[src/rtl/fetch_seq_pkg.sv]
// Shared types and constants for the fetch sequencer.
package fetch_seq_pkg;

  typedef enum logic [1:0] {
    StReset = 2'd0,
    StFetch = 2'd1,
    StStall = 2'd2,
    StHalt  = 2'd3
  } fetch_state_e;

  localparam int unsigned PC_STEP          = 4;
  localparam logic [31:0] DEFAULT_RESET_PC = 32'h0000_0000;

endpackage

[src/rtl/fetch_perf_cnt.sv]
// Saturating 32-bit event counter, cleared only by reset.
module fetch_perf_cnt (
  input  logic        clk,
  input  logic        rst,
  input  logic        inc,
  output logic [31:0] count
);

  always_ff @(posedge clk or posedge rst) begin
    if (rst) begin
      count <= 32'h0;
    end else if (inc && (count != 32'hFFFF_FFFF)) begin
      count <= count + 32'd1;
    end
  end

endmodule

[src/rtl/fetch_sequencer.sv]
// Instruction-fetch PC sequencer: stall, redirect, halt/resume and ROM handshake.
// Optional completed-fetch counter built only when FETCH_SEQ_PERF_CNT_EN is defined.
module fetch_sequencer
  import fetch_seq_pkg::*;
#(
  parameter int unsigned         ADDR_W   = 32,
  parameter int unsigned         CODE_W   = 6,
  parameter logic [ADDR_W-1:0]   RESET_PC = ADDR_W'(DEFAULT_RESET_PC)
) (
  input  logic              clk,
  input  logic              rst,
  input  logic              stall,
  input  logic              redirect_valid,
  input  logic [ADDR_W-1:0] redirect_pc,
  input  logic              halt_req,
  input  logic              resume,
  input  logic              imem_ready,
  output logic              imem_req,
  output logic [ADDR_W-1:0] pc,
  output logic [CODE_W-1:0] pc_code,
  output logic              fetch_valid,
  output logic [ADDR_W-1:0] fetch_pc,
  output logic              halted,
  output logic [31:0]       fetch_count
);

  fetch_state_e      state_q, state_d;
  logic [ADDR_W-1:0] pc_d, fetch_pc_d, redirect_target;
  logic              fetch_valid_d;

  assign redirect_target = {redirect_pc[ADDR_W-1:2], 2'b00};

  // Target is word aligned, so the low bits are intentionally dropped.
  logic unused_redirect_lsbs;
  assign unused_redirect_lsbs = ^redirect_pc[1:0];

  always_ff @(posedge clk or posedge rst) begin
    if (rst) begin
      state_q     <= StReset;
      pc          <= RESET_PC;
      fetch_pc    <= '0;
      fetch_valid <= 1'b0;
    end else begin
      state_q     <= state_d;
      pc          <= pc_d;
      fetch_pc    <= fetch_pc_d;
      fetch_valid <= fetch_valid_d;
    end
  end

  always_comb begin
    state_d       = state_q;
    pc_d          = pc;
    fetch_pc_d    = fetch_pc;
    fetch_valid_d = 1'b0;
    unique case (state_q)
      StReset: state_d = StFetch;
      StFetch: begin
        // A redirect squashes any fetch the ROM completes in the same cycle.
        if (redirect_valid) begin
          pc_d = redirect_target;
        end else if (halt_req) begin
          state_d = StHalt;
        end else if (stall) begin
          state_d = StStall;
        end else if (imem_ready) begin
          fetch_pc_d    = pc;
          pc_d          = pc + ADDR_W'(PC_STEP);
          fetch_valid_d = 1'b1;
        end
      end
      StStall: begin
        if (redirect_valid) begin
          pc_d = redirect_target;
        end
        if (halt_req) begin
          state_d = StHalt;
        end else if (!stall) begin
          state_d = StFetch;
        end
      end
      StHalt: begin
        if (redirect_valid) begin
          pc_d = redirect_target;
        end
        if (resume && !halt_req) begin
          state_d = StFetch;
        end
      end
      default: state_d = StReset;
    endcase
  end

  assign imem_req = (state_q == StFetch);
  assign halted   = (state_q == StHalt);
  assign pc_code  = pc[CODE_W+1:2];

`ifdef FETCH_SEQ_PERF_CNT_EN
  fetch_perf_cnt u_perf_cnt (
    .clk   (clk),
    .rst   (rst),
    .inc   (fetch_valid_d),
    .count (fetch_count)
  );
`else
  assign fetch_count = 32'h0;
`endif

endmodule

[config.mk]
export PLATFORM = sky130hd
export DESIGN_NAME = fetch_sequencer
export DESIGN_NICKNAME = d
export VERILOG_FILES = /design/src/rtl/fetch_seq_pkg.sv /design/src/rtl/fetch_perf_cnt.sv /design/src/rtl/fetch_sequencer.sv
export SDC_FILE = /design/constraint.sdc
export NUM_CORES = 1
export LEC_CHECK = 0
export CORE_ASPECT_RATIO = 1.75
export CORE_MARGIN = 2
export CORE_UTILIZATION = 44
export DETAILED_ROUTE_END_ITERATION = 10
export GPL_TIMING_DRIVEN = 0
export HOLD_SLACK_MARGIN = 0.02
export PLACE_DENSITY = 0.92
export SKIP_LAST_GASP = 1
export SLEW_MARGIN = 20
export SYNTH_ARGS = -nofsm -noshare
export SYNTH_HDL_FRONTEND = slang
export SYNTH_SLANG_ARGS = --single-unit
[constraint.sdc]
create_clock -name clk -period 2.5 [get_ports clk]
set_input_delay 0.5 -clock clk [delete_from_list [all_inputs] [get_ports clk]]
set_output_delay 0.5 -clock clk [all_outputs]
set_load 0.005 [all_outputs]
== Yosys cells after proc, flatten, opt, wreduce, memory -nomap -nowiden ==
Cells that the tools add are included.

* Flip-flop bits (word level): 67
* Input bits: 39
* Output and inout bits: 105
* Logic and storage cells: 45

* Add/sub/neg operators: 1
* Eq/ne operators: 11
* Multiplexer cells: 18
* Bitwise gates (word level): 3
* Reductions and logical operators: 8

{| class="wikitable"
|+ Operator list
! operator !! count
|-
| $mux 32 || 5
|-
| $pmux 32 s2 || 1
|-
| $add 32x3->32 const B || 1
|-
| $ne 3x3->1 const B || 5
|-
| $mux 2 || 6
|-
| $reduce_and 5->1 || 2
|-
| $pmux 2 s4 || 1
|-
| $mux 1 || 5
|-
| $eq 2x2->1 const B || 2
|-
| $ne 2x1->1 const B || 2
|-
| $reduce_and 4->1 || 1
|-
| $not 1->1 || 3
|-
| $eq 2x1->1 const B || 1
|-
| $logic_not 2->1 || 1
|-
| $ne 2x2->1 const B || 1
|-
| $reduce_bool 2->1 || 1
|-
| $reduce_or 2->1 || 1
|-
| $logic_and 1x1->1 || 1
|-
| $logic_not 1->1 || 1
|}

== Depth between registers and ports, before layout ==
* Depth in word-level cells: 6
* Depth in mapped cells: 9

== Least setup slack after synthesis ==
OpenSTA, ideal clock, no wires.

* Kind: register -> register
* Start point: register state_q[0]
* End point: register pc[26]
* Arrival: 1931 ps
* Required time: 2371 ps
* Slack: 439 ps
* Stages on the path, launching flop included: 9
* Period minus slack after synthesis: 2061 ps
* Cell sequence: dfrtp_1 -> inv_1 -> ha_1 -> buf_6 -> nor2_2 -> nand2_2 -> or4_4 -> nor3_2 -> nor3_1

* Cells in the longest elaborated chain, start to end: 4

{| class="wikitable"
|+ Ends and longest elaborated chain
! what !! line !! text
|-
| start, declared || fetch_sequencer.sv:27 || <nowiki>fetch_state_e state_q, state_d;</nowiki>
|-
| start signal, assigned || fetch_sequencer.sv:39 || <nowiki>state_q <= StReset;</nowiki>
|-
| start signal, assigned || fetch_sequencer.sv:44 || <nowiki>state_q <= state_d;</nowiki>
|-
| $eq 2x2->1 || fetch_sequencer.sv:56 || <nowiki>unique case (state_q)</nowiki>
|-
| $reduce_or 2->1 (no line) || -- ||
|-
| $ne 2x1->1 (no line) / $reduce_bool 2->1 (equally long branches) || -- ||
|-
| $reduce_and 5->1 (no line) || -- ||
|-
| end signal, assigned || fetch_sequencer.sv:45 || <nowiki>pc <= pc_d;</nowiki>
|-
| end, declared || fetch_sequencer.sv:19 || <nowiki>output logic [ADDR_W-1:0] pc,</nowiki>
|}

Several ways; a longest one is shown, not always the timed one.
A chain may end at the register's enable or synchronous reset.

== Worst setup path in the final report ==
* Start point: input port halt_req
* End point: register pc[24]

* Cells in the longest elaborated chain, start to end: 2

{| class="wikitable"
|+ Ends and longest elaborated chain
! what !! line !! text
|-
| start, declared || fetch_sequencer.sv:15 || <nowiki>input logic halt_req,</nowiki>
|-
| $ne 3x3->1 (no line) || -- ||
|-
| $reduce_and 5->1 (no line) || -- ||
|}

Every way passes these cells.

==> flow_summary.json <==
{
  "status": "finished, final reports clean",
  "fillers": 677,
  "initial_utilization_pct": 45.0,
  "hold_viol": 0,
  "syn_area_per_cell_um2": 9.75,
  "path_clk_slew_ns": 0.05,
  "endpoint_kind": "flip-flop",
  "first_pass_iters": 5,
  "holdWs_ns": 0.498,
  "drtIter0Drc": 258,
  "startpoint_type": "input pin",
  "ys_types": 56,
  "max_freq_mhz": 424,
  "final_nets": 574,
  "synth-edff-count": 0,
  "synth_largest_area_cell": "dfrtp_1",
  "cp_cell_sequence": "clkdlybuf4s50_1 -> or3b_1 -> a21oi_2 -> nand2_1 -> o22ai_1 -> nor3_1",
  "die_w_um": 73.3,
  "vias_per_cell": 5.70,
  "p_leak_nw": 2.28,
  "crit_fanout": 10,
  "period_share_pct": 94.4,
  "die_y_um": 125,
  "cts_root_buffer": "clkbuf_16",
  "crit_type": "input pin to flip-flop",
  "ctsHoldBuffers": 0,
  "max-clock-path-buffers": 2,
  "cts_buffers": 9,
  "antenna_found_initial": 0,
  "overflow": 0,
  "final_area_mm2": 0.00528,
  "yosys_warnings": 0,
  "grt_pass1_vias": 3632,
  "finalCriticalPeriod_ns": 2.36,
  "seq_area_frac_synth_pct": 42.7,
  "powerDensity_mw_per_mm2": 1200,
  "ant_nets": 0,
  "relSlewSlack_pct": 59.7,
  "pin_count": 144,
  "max_stage_delay_ns": 0.50,
  "syn_to_final_growth_pct": 42.9,
  "syn_inst": 379,
  "rsz0062_at_grt": "no",
  "clock_skew_ns": 0.00458,
  "routedWlPerCell_um": 18.7,
  "cts_tree": "yes",
  "portBuffers": 104,
  "cts-htree-levels": 3,
  "coreArea_mm2": 0.00820,
  "clock-sinks": 63,
  "ir_drop_mv": 0.695,
  "synth_top_flop_cell": "dfrtp_1",
  "yosys.area.top_type_share_pct": 42.7,
  "gp_congestion": 0.940,
  "drive_above_1_share_pct": 20.2,
  "synth_area_leaders": "dfrtp_1 (43%), mux2_2 (8.8%), buf_4 (8.7%)",
  "setup_viol": 0,
  "cp_slowest_cell": "clkdlybuf4s50_1",
  "grt_max_degree": 36,
  "die-area_mm2": 0.00918,
  "wl_um": 11700,
  "diodes": 0,
  "slew_violations": 0,
  "vias": 3570,
  "dpl_cell_area_mm2": 0.00500,
  "synth-async-reset-ratio_pct": 100,
  "worst_slew_pin_slew_ns": 0.602,
  "worst_ep_arrival_time_ns": 2.57,
  "grt_first_pass_wirelength_um": 18600,
  "clk-insertion-delay-late_ns": 0.33,
  "rows": 44,
  "hold_path.class": "flip-flop to flip-flop",
  "multiInputGateArea_mm2": 0.00182,
  "synth.ff_latch_count": 63,
  "seq_area_mm2": 0.00158,
  "track_usage_pct": 26.5,
  "required_ns": 2.71,
  "dpl.hpwl_um": 8800,
  "drcViolationCount": 0,
  "syn_area_mm2": 0.00369,
  "finalSetupTns_ns": 0,
  "maxCapViolCount": 0
}
==> synth_stat cells, drive strengths merged, types with 5 or more instances <==
| cell | n |
|---|---|
| nor3 | 14 |
| nor2 | 21 |
| mux2 | 29 |
| nand3 | 16 |
| o22ai | 9 |
| and3 | 5 |
| ha | 5 |
| o21ai | 15 |
| clkbuf | 7 |
| nand4 | 6 |
| buf | 53 |
| inv | 9 |
| dfrtp | 63 |
| a311oi | 7 |
| a21oi | 27 |
| and4 | 8 |
| nand2 | 31 |
==> metal layers <==
| metal | global-route usage [%] | share of wire (%) |
|---|---|---|
| met5 | 0 | 0 |
| met3 | 5.72 | 7.4 |
| met1 | 29.3 | 36 |
| met4 | 13.2 | 3.9 |
| met2 | 46.3 | 53 |
==> cells by family after synthesis <==
family          Yosys count  synth area share, %
compound gates           88                 15.7
xor+xnor                  1                0.237
fa+ha+maj                 5                 1.69
buf+inv                  69                 12.0
flops                    63                 42.7
mux                      33                 9.92
other cells               1                0.101
simple gates            119                 17.7
==> state kept, by name, indices dropped and copies added, names as in the netlist <==
| register | cells |
|---|---|
| pc | 30 |
| fetch_valid | 1 |
| state_q | 2 |
| fetch_pc | 30 |
==> worst max-delay path, delay by kind of cell <==
kind / cells / cell delay, ns
buffers and inverters: 1 / 0.50
AOI/OAI and AO/OA: 2 / 0.71
and+or+nand+nor: 3 / 0.85
==> cell type report <==
type                       instances  share of cell area, %
buffer                            60                   7.75
clock buffer                      11                   4.60
clock inverter                     4                  0.427
inverter                           9                  0.687
multi-input combinational        282                   34.4
sequential                        63                   29.9
tap                               92                   2.18
timing repair buffer             105                   20.1
==> metrics by stage <==
stage	power [W]	cells	utilization (%)	setup WS (ns)
3_3_place_gp	0.00507	610	60.7	-0.652
2_1_floorplan	0.00348	414	-	0.430
5_1_grt	0.00675	626	64.4	0.0467
4_1_cts	0.00635	626	64.3	0.0810
3_5_place_dp	0.00520	611	61.0	-0.178
6_report	0.00635	626	64.4	0.141
==> where the power goes <==
part / internal [W] / switching (W) / leakage, nW
registers: 0.00152 / 0.000574 / 0.739
clock network: 0.000686 / 0.000439 / 0.131
logic: 0.00175 / 0.00139 / 1.41
total: 0.00396 / 0.00240 / 2.28
==> final timing paths <==
kind                              startpoint      endpoint  slack, ns  cells past startpoint
worst max-delay path                halt_req        pc[24]       0.14                      6
worst min-delay path            fetch_pc[31]  fetch_pc[31]       0.50                      2
worst max register to register    state_q[0]        pc[22]       0.17                      6
worst min register to register  fetch_pc[31]  fetch_pc[31]       0.50                      2
max in group asynchronous                rst  fetch_pc[28]       1.48                      3
min in group asynchronous                rst   fetch_pc[4]       0.51                      2
==> layout by cell type, fill, tap and decap left out, drive strengths merged, types with 2 or more instances in the layout <==
cell type / count
nand4: 6
o21ai: 15
a211oi: 4
and4: 8
ha: 5
a21oi: 27
nor2b: 2
conb: 36
a21o: 2
clkbuf: 18
a2bb2oi: 4
buf: 54
clkinv: 3
nor4b: 4
nor2: 21
o22ai: 9
dfrtp: 63
a311oi: 7
o31ai: 4
and3: 5
or3: 2
and2: 4
mux2: 29
nand3b: 2
a22oi: 2
inv: 9
a31oi: 3
nor3: 14
nand3: 16
o32ai: 3
nand2: 31
mux2i: 4
clkdlybuf4s50: 104
==> repair_timing <==
item / 4_1_cts / 5_1_grt
endpoints found under the setup margin: 2 / 9
buffers inserted: 0 / 0
pin swaps: 0 / 0
gates resized for setup: 1 / 1
Note: power is estimated with default switching activity, not from simulation.
